==> src/rtl/renkon_linebuf_pkg.sv <==
// Shared constants and FSM encoding for the renkon line buffer.
// Optional overflow flag is enabled by defining RENKON_LINEBUF_OVF_EN.
package renkon_linebuf_pkg;

    localparam int DWIDTH = 16;
    localparam int FSIZE  = 5;
    localparam int MAXW   = 32;
    localparam int LWIDTH = 6;
    localparam int AWIDTH = $clog2(MAXW);
    localparam int WWIDTH = FSIZE * FSIZE * DWIDTH;

    typedef enum logic [1:0] {
        ST_IDLE = 2'd0,
        ST_FILL = 2'd1,
        ST_RUN  = 2'd2,
        ST_DONE = 2'd3
    } lb_state_e;

endpackage

==> src/rtl/renkon_linebuf_if.sv <==
// Pixel-in / window-out bundle between the line buffer and its neighbours.
// buf_err exists only when RENKON_LINEBUF_OVF_EN is defined.
interface renkon_linebuf_if;
    import renkon_linebuf_pkg::*;

    logic                buf_start;
    logic [LWIDTH-1:0]   img_width;
    logic [LWIDTH-1:0]   img_height;
    logic                pixel_en;
    logic [DWIDTH-1:0]   pixel_in;
    logic [WWIDTH-1:0]   window_out;
    logic                window_valid;
    logic                buf_busy;
    logic                buf_done;
`ifdef RENKON_LINEBUF_OVF_EN
    logic                buf_err;
`endif

    modport master (
        output buf_start, img_width, img_height, pixel_en, pixel_in,
`ifdef RENKON_LINEBUF_OVF_EN
        input  buf_err,
`endif
        input  window_out, window_valid, buf_busy, buf_done
    );

    modport slave (
        input  buf_start, img_width, img_height, pixel_en, pixel_in,
`ifdef RENKON_LINEBUF_OVF_EN
        output buf_err,
`endif
        output window_out, window_valid, buf_busy, buf_done
    );

endinterface

==> src/rtl/renkon_linebuf_row.sv <==
// One image line of storage: async read, write on clock, so a read and a
// write to the same column in one cycle returns the old value.
module renkon_linebuf_row
    import renkon_linebuf_pkg::*;
(
    input  logic              clk,
    input  logic              we_i,
    input  logic [AWIDTH-1:0] addr_i,
    input  logic [DWIDTH-1:0] wdata_i,
    output logic [DWIDTH-1:0] rdata_o
);

    logic [DWIDTH-1:0] mem_q [MAXW];

    assign rdata_o = mem_q[addr_i];

    always_ff @(posedge clk) begin
        if (we_i) begin
            mem_q[addr_i] <= wdata_i;
        end
    end

endmodule

==> src/rtl/renkon_linebuf.sv <==
// Line buffer feeding the 5x5 conv stage: FSM, counters, line memories, window.
// Define RENKON_LINEBUF_OVF_EN to add the sticky buf_err flag.
module renkon_linebuf
    import renkon_linebuf_pkg::*;
(
    input  logic            clk,
    input  logic            xrst,
    renkon_linebuf_if.slave bus
);

    lb_state_e         state_q;
    logic [LWIDTH-1:0] row_q, col_q, width_q, height_q;
    logic [DWIDTH-1:0] win_q [FSIZE][FSIZE];
    logic              valid_q, busy_q, done_q;

    logic              in_img, accept, col_last, row_last, at_window;
    logic [DWIDTH-1:0] line_rd [FSIZE-1];
    logic [DWIDTH-1:0] new_col [FSIZE];
    logic [WWIDTH-1:0] win_flat;

    always_comb begin
        in_img    = (state_q == ST_FILL) || (state_q == ST_RUN);
        accept    = in_img && bus.pixel_en && !bus.buf_start;
        col_last  = (col_q == width_q - LWIDTH'(1));
        row_last  = (row_q == height_q - LWIDTH'(1));
        at_window = (row_q >= LWIDTH'(FSIZE-1)) && (col_q >= LWIDTH'(FSIZE-1));
    end

    // Line m holds row-(m+1); oldest line lands in the top window row.
    always_comb begin
        for (int i = 0; i < FSIZE-1; i++) begin
            new_col[i] = line_rd[FSIZE-2-i];
        end
        new_col[FSIZE-1] = bus.pixel_in;
    end

    for (genvar m = 0; m < FSIZE-1; m++) begin : g_line
        logic [DWIDTH-1:0] wdata;
        if (m == 0) begin : g_first
            assign wdata = bus.pixel_in;
        end else begin : g_chain
            assign wdata = line_rd[m-1];
        end
        renkon_linebuf_row u_row (
            .clk     (clk),
            .we_i    (accept),
            .addr_i  (col_q[AWIDTH-1:0]),
            .wdata_i (wdata),
            .rdata_o (line_rd[m])
        );
    end

    always_ff @(posedge clk or posedge xrst) begin
        if (xrst) begin
            state_q  <= ST_IDLE;
            row_q    <= '0;
            col_q    <= '0;
            width_q  <= '0;
            height_q <= '0;
            valid_q  <= 1'b0;
            busy_q   <= 1'b0;
            done_q   <= 1'b0;
        end else begin
            valid_q <= 1'b0;
            done_q  <= 1'b0;
            if (bus.buf_start) begin
                state_q  <= ST_FILL;
                width_q  <= bus.img_width;
                height_q <= bus.img_height;
                row_q    <= '0;
                col_q    <= '0;
                busy_q   <= 1'b1;
            end else begin
                case (state_q)
                    ST_IDLE: ;
                    ST_FILL, ST_RUN: begin
                        if (accept) begin
                            valid_q <= at_window;
                            if (col_last) begin
                                col_q <= '0;
                                row_q <= row_q + LWIDTH'(1);
                            end else begin
                                col_q <= col_q + LWIDTH'(1);
                            end
                            if (row_last && col_last) begin
                                state_q <= ST_DONE;
                                busy_q  <= 1'b0;
                                done_q  <= 1'b1;
                            end else if (state_q == ST_FILL && row_q == LWIDTH'(FSIZE-1)) begin
                                state_q <= ST_RUN;
                            end
                        end
                    end
                    ST_DONE: state_q <= ST_IDLE;
                    default: state_q <= ST_IDLE;
                endcase
            end
        end
    end

    always_ff @(posedge clk or posedge xrst) begin
        if (xrst) begin
            for (int i = 0; i < FSIZE; i++) begin
                for (int j = 0; j < FSIZE; j++) begin
                    win_q[i][j] <= '0;
                end
            end
        end else if (accept) begin
            for (int i = 0; i < FSIZE; i++) begin
                for (int j = 0; j < FSIZE-1; j++) begin
                    win_q[i][j] <= win_q[i][j+1];
                end
                win_q[i][FSIZE-1] <= new_col[i];
            end
        end
    end

    always_comb begin
        win_flat = '0;
        for (int i = 0; i < FSIZE; i++) begin
            for (int j = 0; j < FSIZE; j++) begin
                win_flat[(i*FSIZE+j)*DWIDTH +: DWIDTH] = win_q[i][j];
            end
        end
    end

    assign bus.window_out   = win_flat;
    assign bus.window_valid = valid_q;
    assign bus.buf_busy     = busy_q;
    assign bus.buf_done     = done_q;

`ifdef RENKON_LINEBUF_OVF_EN
    logic err_q;

    always_ff @(posedge clk or posedge xrst) begin
        if (xrst) begin
            err_q <= 1'b0;
        end else if (bus.buf_start) begin
            err_q <= 1'b0;
        end else if (bus.pixel_en && !in_img) begin
            err_q <= 1'b1;
        end
    end

    assign bus.buf_err = err_q;
`else
    // Stray pixel_en outside an image is dropped without a flag.
`endif

endmodule

==> src/flat_wrapper.sv <==
// flat-port wrapper written by rule: the top's interface ports become plain ports
module renkon_linebuf_flat import renkon_linebuf_pkg::*;
  (clk, xrst, bus_buf_start, bus_img_width, bus_img_height, bus_pixel_en, bus_pixel_in, bus_window_out, bus_window_valid, bus_buf_busy, bus_buf_done);
  renkon_linebuf_if bus_i ();
  input  logic clk;
  input  logic xrst;
  input wire logic [$bits(bus_i.buf_start)-1:0] bus_buf_start;
  input wire logic [$bits(bus_i.img_width)-1:0] bus_img_width;
  input wire logic [$bits(bus_i.img_height)-1:0] bus_img_height;
  input wire logic [$bits(bus_i.pixel_en)-1:0] bus_pixel_en;
  input wire logic [$bits(bus_i.pixel_in)-1:0] bus_pixel_in;
  output wire logic [$bits(bus_i.window_out)-1:0] bus_window_out;
  output wire logic [$bits(bus_i.window_valid)-1:0] bus_window_valid;
  output wire logic [$bits(bus_i.buf_busy)-1:0] bus_buf_busy;
  output wire logic [$bits(bus_i.buf_done)-1:0] bus_buf_done;
  assign bus_i.buf_start = bus_buf_start;
  assign bus_i.img_width = bus_img_width;
  assign bus_i.img_height = bus_img_height;
  assign bus_i.pixel_en = bus_pixel_en;
  assign bus_i.pixel_in = bus_pixel_in;
  assign bus_window_out = bus_i.window_out;
  assign bus_window_valid = bus_i.window_valid;
  assign bus_buf_busy = bus_i.buf_busy;
  assign bus_buf_done = bus_i.buf_done;
  renkon_linebuf u_core (.clk(clk), .xrst(xrst), .bus(bus_i));
endmodule
==> config.mk <==
export PLATFORM = sky130hd
export DESIGN_NAME = renkon_linebuf_flat
export DESIGN_NICKNAME = d
export VERILOG_FILES = /design/src/rtl/renkon_linebuf_pkg.sv /design/src/rtl/renkon_linebuf_if.sv /design/src/rtl/renkon_linebuf_row.sv /design/src/rtl/renkon_linebuf.sv /design/src/flat_wrapper.sv
export SDC_FILE = /design/constraint.sdc
export NUM_CORES = 2
export LEC_CHECK = 0
export CAP_MARGIN = 20
export CORE_MARGIN = 3
export CORE_UTILIZATION = 60
export CTS_BUF_LIST = sky130_fd_sc_hd__clkbuf_16
export DETAILED_ROUTE_END_ITERATION = 12
export PLACE_DENSITY = 0.79
export SLEW_MARGIN = 20
export SYNTH_ARGS = -nofsm -noshare
export SYNTH_HDL_FRONTEND = slang
export SYNTH_SLANG_ARGS = --single-unit
==> constraint.sdc <==
create_clock -name clk -period 21 [get_ports clk]
set_input_delay 4.2 -clock clk [delete_from_list [all_inputs] [get_ports clk]]
set_output_delay 4.2 -clock clk [all_outputs]
set_load 0.03 [all_outputs]
==> results.yml <==
timing:
  tns_ns: 0
  relSlewSlack_pct: 19.4
  finalHoldViolations: 0
  drv_slew: 0
  fmax_mhz: 131
  tightest_slew_ns: 1.21
  clock_skew_ns: 0.0581
  rsz0062_at_grt: "no"
  finalSetupViolCount: 0
  post-route-period-util_pct: 36.3
  min_period_ns: 7.63
min_path:
  hold_depth: 2
  hold_path_startpoint: "u_core.bus.window_out[328]$_DFFE_PP0P_"
  hold_end: "u_core.bus.window_out[328]$_DFFE_PP0P_"
  hold_class: "reg2reg"
finish:
  final_util_pct: 70.2
  layout.cells.most_common: "edfxtp_1"
  fin_area_sq_mm: 0.109
  final_cell_count_no_fill: 7850
  final_cell_mix: "edfxtp_1 (2,048), nand2_1 (1,147), mux4_2 (500)"
  final_nets: 5644
  drive_above_1_share_pct: 19.3
  fillerInstances: 8924
  syn2layout_area_growth_pct: 15.6
floorplanning:
  rows: 144
  die_y_um: 402
  core_area_sq_mm: 0.155
  die-area_sq_mm: 0.161
  die_w_um: 402
  start_util_pct: 60.7
  io_pins: 435
place:
  place_congestion: 0.943
  place_inst: 7419
  dpl.hpwl_mm: 144
  io_buffers: 434
  placed_cell_area_sq_mm: 0.101
worst_setup_path:
  crit_slowest_cell: "and3_4"
  path_cells: "clkdlybuf4s50_1, nor2b_1, nand2_4, nor3_1, and3_4, buf_4"
  cp_slowest_stage_delay_ns: 0.71
  rr_endpoint: "u_core.g_line[2].u_row.mem_q[0][4]$_DFFE_PP_"
  startpoint_type: "input pin"
  critPathArrivalTime_ns: 8.10
  reg2regPathDepth: 7
  path_class: "in2reg"
  crit_family: "simple AND/OR/NAND/NOR gates"
  path_max_fanout: 71
  ff2ff_setup_slack_ns: 15.40
  critPathRequiredTime_ns: 21.47
  r2r-start: "u_core.col_q[0]$_DFFE_PP0P_"
  path_buf_inv: 2
  critPathCaptureType: "register"
logic_synthesis:
  synthFlopType: "edfxtp_1"
  synth_area_per_cell_sq_um: 18.5
  synth_nets: 5109
  synth_top_area_cell: "edfxtp_1"
  synth.area.top_cells: "edfxtp_1 (65%), mux4_2 (12%), dfrtp_1 (11%)"
  ys_ff_latch: 2477
  ys_seq_area_share_pct: 76.9
  synthArstFlopShare_pct: 17.3
  synth_edf_count: 2048
  yosysWarnings: 0
  synth.top_cell.area_share_pct: 65.5
  netlist_area_sq_mm: 0.0939
  syn_inst: 5067
  ys_types: 51
grt:
  antenna_found_initial: 15
  grt_pass1_wl_mm: 377
  grt_max_degree: 223
  grt_pass1_vias: 52700
  grt_overflow: 0
  track_usage_pct: 32.6
clock_tree:
  cts-root-buf: "clkbuf_16"
  ctsResizeCount: 0
  clkLatencyLatePin_ns: 0.87
  cts_sinks: 2477
  ctsHoldBuffers: 0
  h-tree-depth: 4
  cts.reportedPaths.clkPinSlew_ns: 0.06
  cts_buffers: 225
  ctsLongestPathBuffers: 3
  post_cts.repair.setup_buffers: 0
  cts_tree: "done"
pwr:
  power-per-cell-area_mw_per_mm2: 115
  ir_drop_mv: 0.114
  leakagePower_uw: 0.0375
route:
  drt_iter0_drc: 8260
  dr_total_vias: 53100
  drt_wl_total_mm: 261
  viasPerCell: 6.76
  routedWlPerCell_um: 33.3
  drc: 0
  final_antenna_net_count: 0
  firstDrtPassIters: 6
run_status:
  run_status: "complete, no violations"
run:
  maxCapViolCount: 0
power breakdown:
group          total (uW)  internal, uW  switching (uW)  leakage, uW
Combinational        2320           828            1490      0.00992
Clock                4040          2230            1810      0.00372
Sequential           6120          5790             322       0.0238
cell usage after synthesis (10+ instances only):
master	instances
nand3_1	21
dfrtp_1	429
a2111oi_0	24
mux4_2	500
a2bb2oi_1	13
a211oi_1	18
nand2_1	1150
inv_1	12
mux2_2	69
nor3_1	14
clkbuf_1	136
mux2i_1	79
a21oi_1	62
o22ai_1	71
nor2b_1	18
buf_1	24
buf_4	16
and2_1	10
buf_2	97
a22oi_1	55
ha_1	10
nand4_1	16
nor2_1	47
xnor2_1	11
o21ai_0	16
and3_1	43
edfxtp_1	2048
sequential cells by signal, indices dropped and copies added, names as in the netlist, 2 cells and up:
signal / flops
u_core.g_line.u_row.mem_q: 2048
u_core.bus.window_out: 400
u_core.col_q: 6
u_core.height_q: 6
u_core.row_q: 6
u_core.width_q: 6
u_core.state_q: 2
final cells by class:
| class | instances | area, sq um | area share (%) |
|---|---|---|---|
| sequential | 2477 | 72300 | 66.5 |
| multi-input combinational | 2302 | 20900 | 19.2 |
| clock buffer | 227 | 5680 | 5.23 |
| timing repair buffer | 581 | 5520 | 5.09 |
| tap | 2044 | 2560 | 2.36 |
| clock inverter | 194 | 1580 | 1.45 |
| inverter | 15 | 66.3 | 0.0611 |
| antenna | 10 | 25.0 | 0.0230 |
cells by family (layout without fill, tap and decap cells):
group,Yosys count,after routing,share of synthesized area [%]
multiplexers,648,648,13.7
XOR/XNOR,16,16,0.149
AND/OR/NAND/NOR,1341,1341,5.71
buffers and inverters,288,1017,1.34
adder cells (fa/ha/maj),10,10,0.133
flip-flops,2477,2477,76.9
other,0,10,0
AO/OA/AOI/OAI,287,287,2.08
per-layer routing:
metal	global-route usage, %	share of wire [%]	vias to the layer above
met1	43.9	35	27200
met4	15.4	5.3	2
li1	-	-	20700
met5	0	0.0050	-
met3	7.85	12	825
met2	51.2	48	4293
per-stage QoR:
stage	setup WS [ns]	hold slack, ns	total power, uW
CTS	13.44	0.477	12500
global placement	12.75	0.460	8450
detailed placement	12.56	0.462	8490
finish	13.37	0.476	12500
floorplan	4.85	0.502	7350
global route	13.20	0.494	12800
how the worst max path moves through the flow:
stage | startpoint | to | slack, ns | cells past startpoint
3_3_place_gp | bus_pixel_en | u_core.g_line[0].u_row.mem_q[21][7]$_DFFE_PP_ | 12.75 | 6
6_report | bus_pixel_en | u_core.g_line[2].u_row.mem_q[21][1]$_DFFE_PP_ | 13.37 | 6
2_1_floorplan | xrst | u_core.bus.buf_busy$_DFFE_PP0P_ | 4.85 | 1
5_1_grt | bus_pixel_en | u_core.g_line[2].u_row.mem_q[21][1]$_DFFE_PP_ | 13.20 | 6
4_1_cts | bus_pixel_en | u_core.g_line[0].u_row.mem_q[17][15]$_DFFE_PP_ | 13.44 | 6
3_5_place_dp | bus_pixel_en | u_core.g_line[2].u_row.mem_q[20][5]$_DFFE_PP_ | 12.56 | 6
worst register-to-register path, cell delays in order (launching register included):
cell	delay, ns
dfrtp_4	0.81
buf_12	0.75
buf_4	0.93
buf_12	0.77
mux4_2	0.45
o22ai_1	0.11
a2111oi_2	1.04
buf_4	0.48
Power figures use the tool's default switching activity.
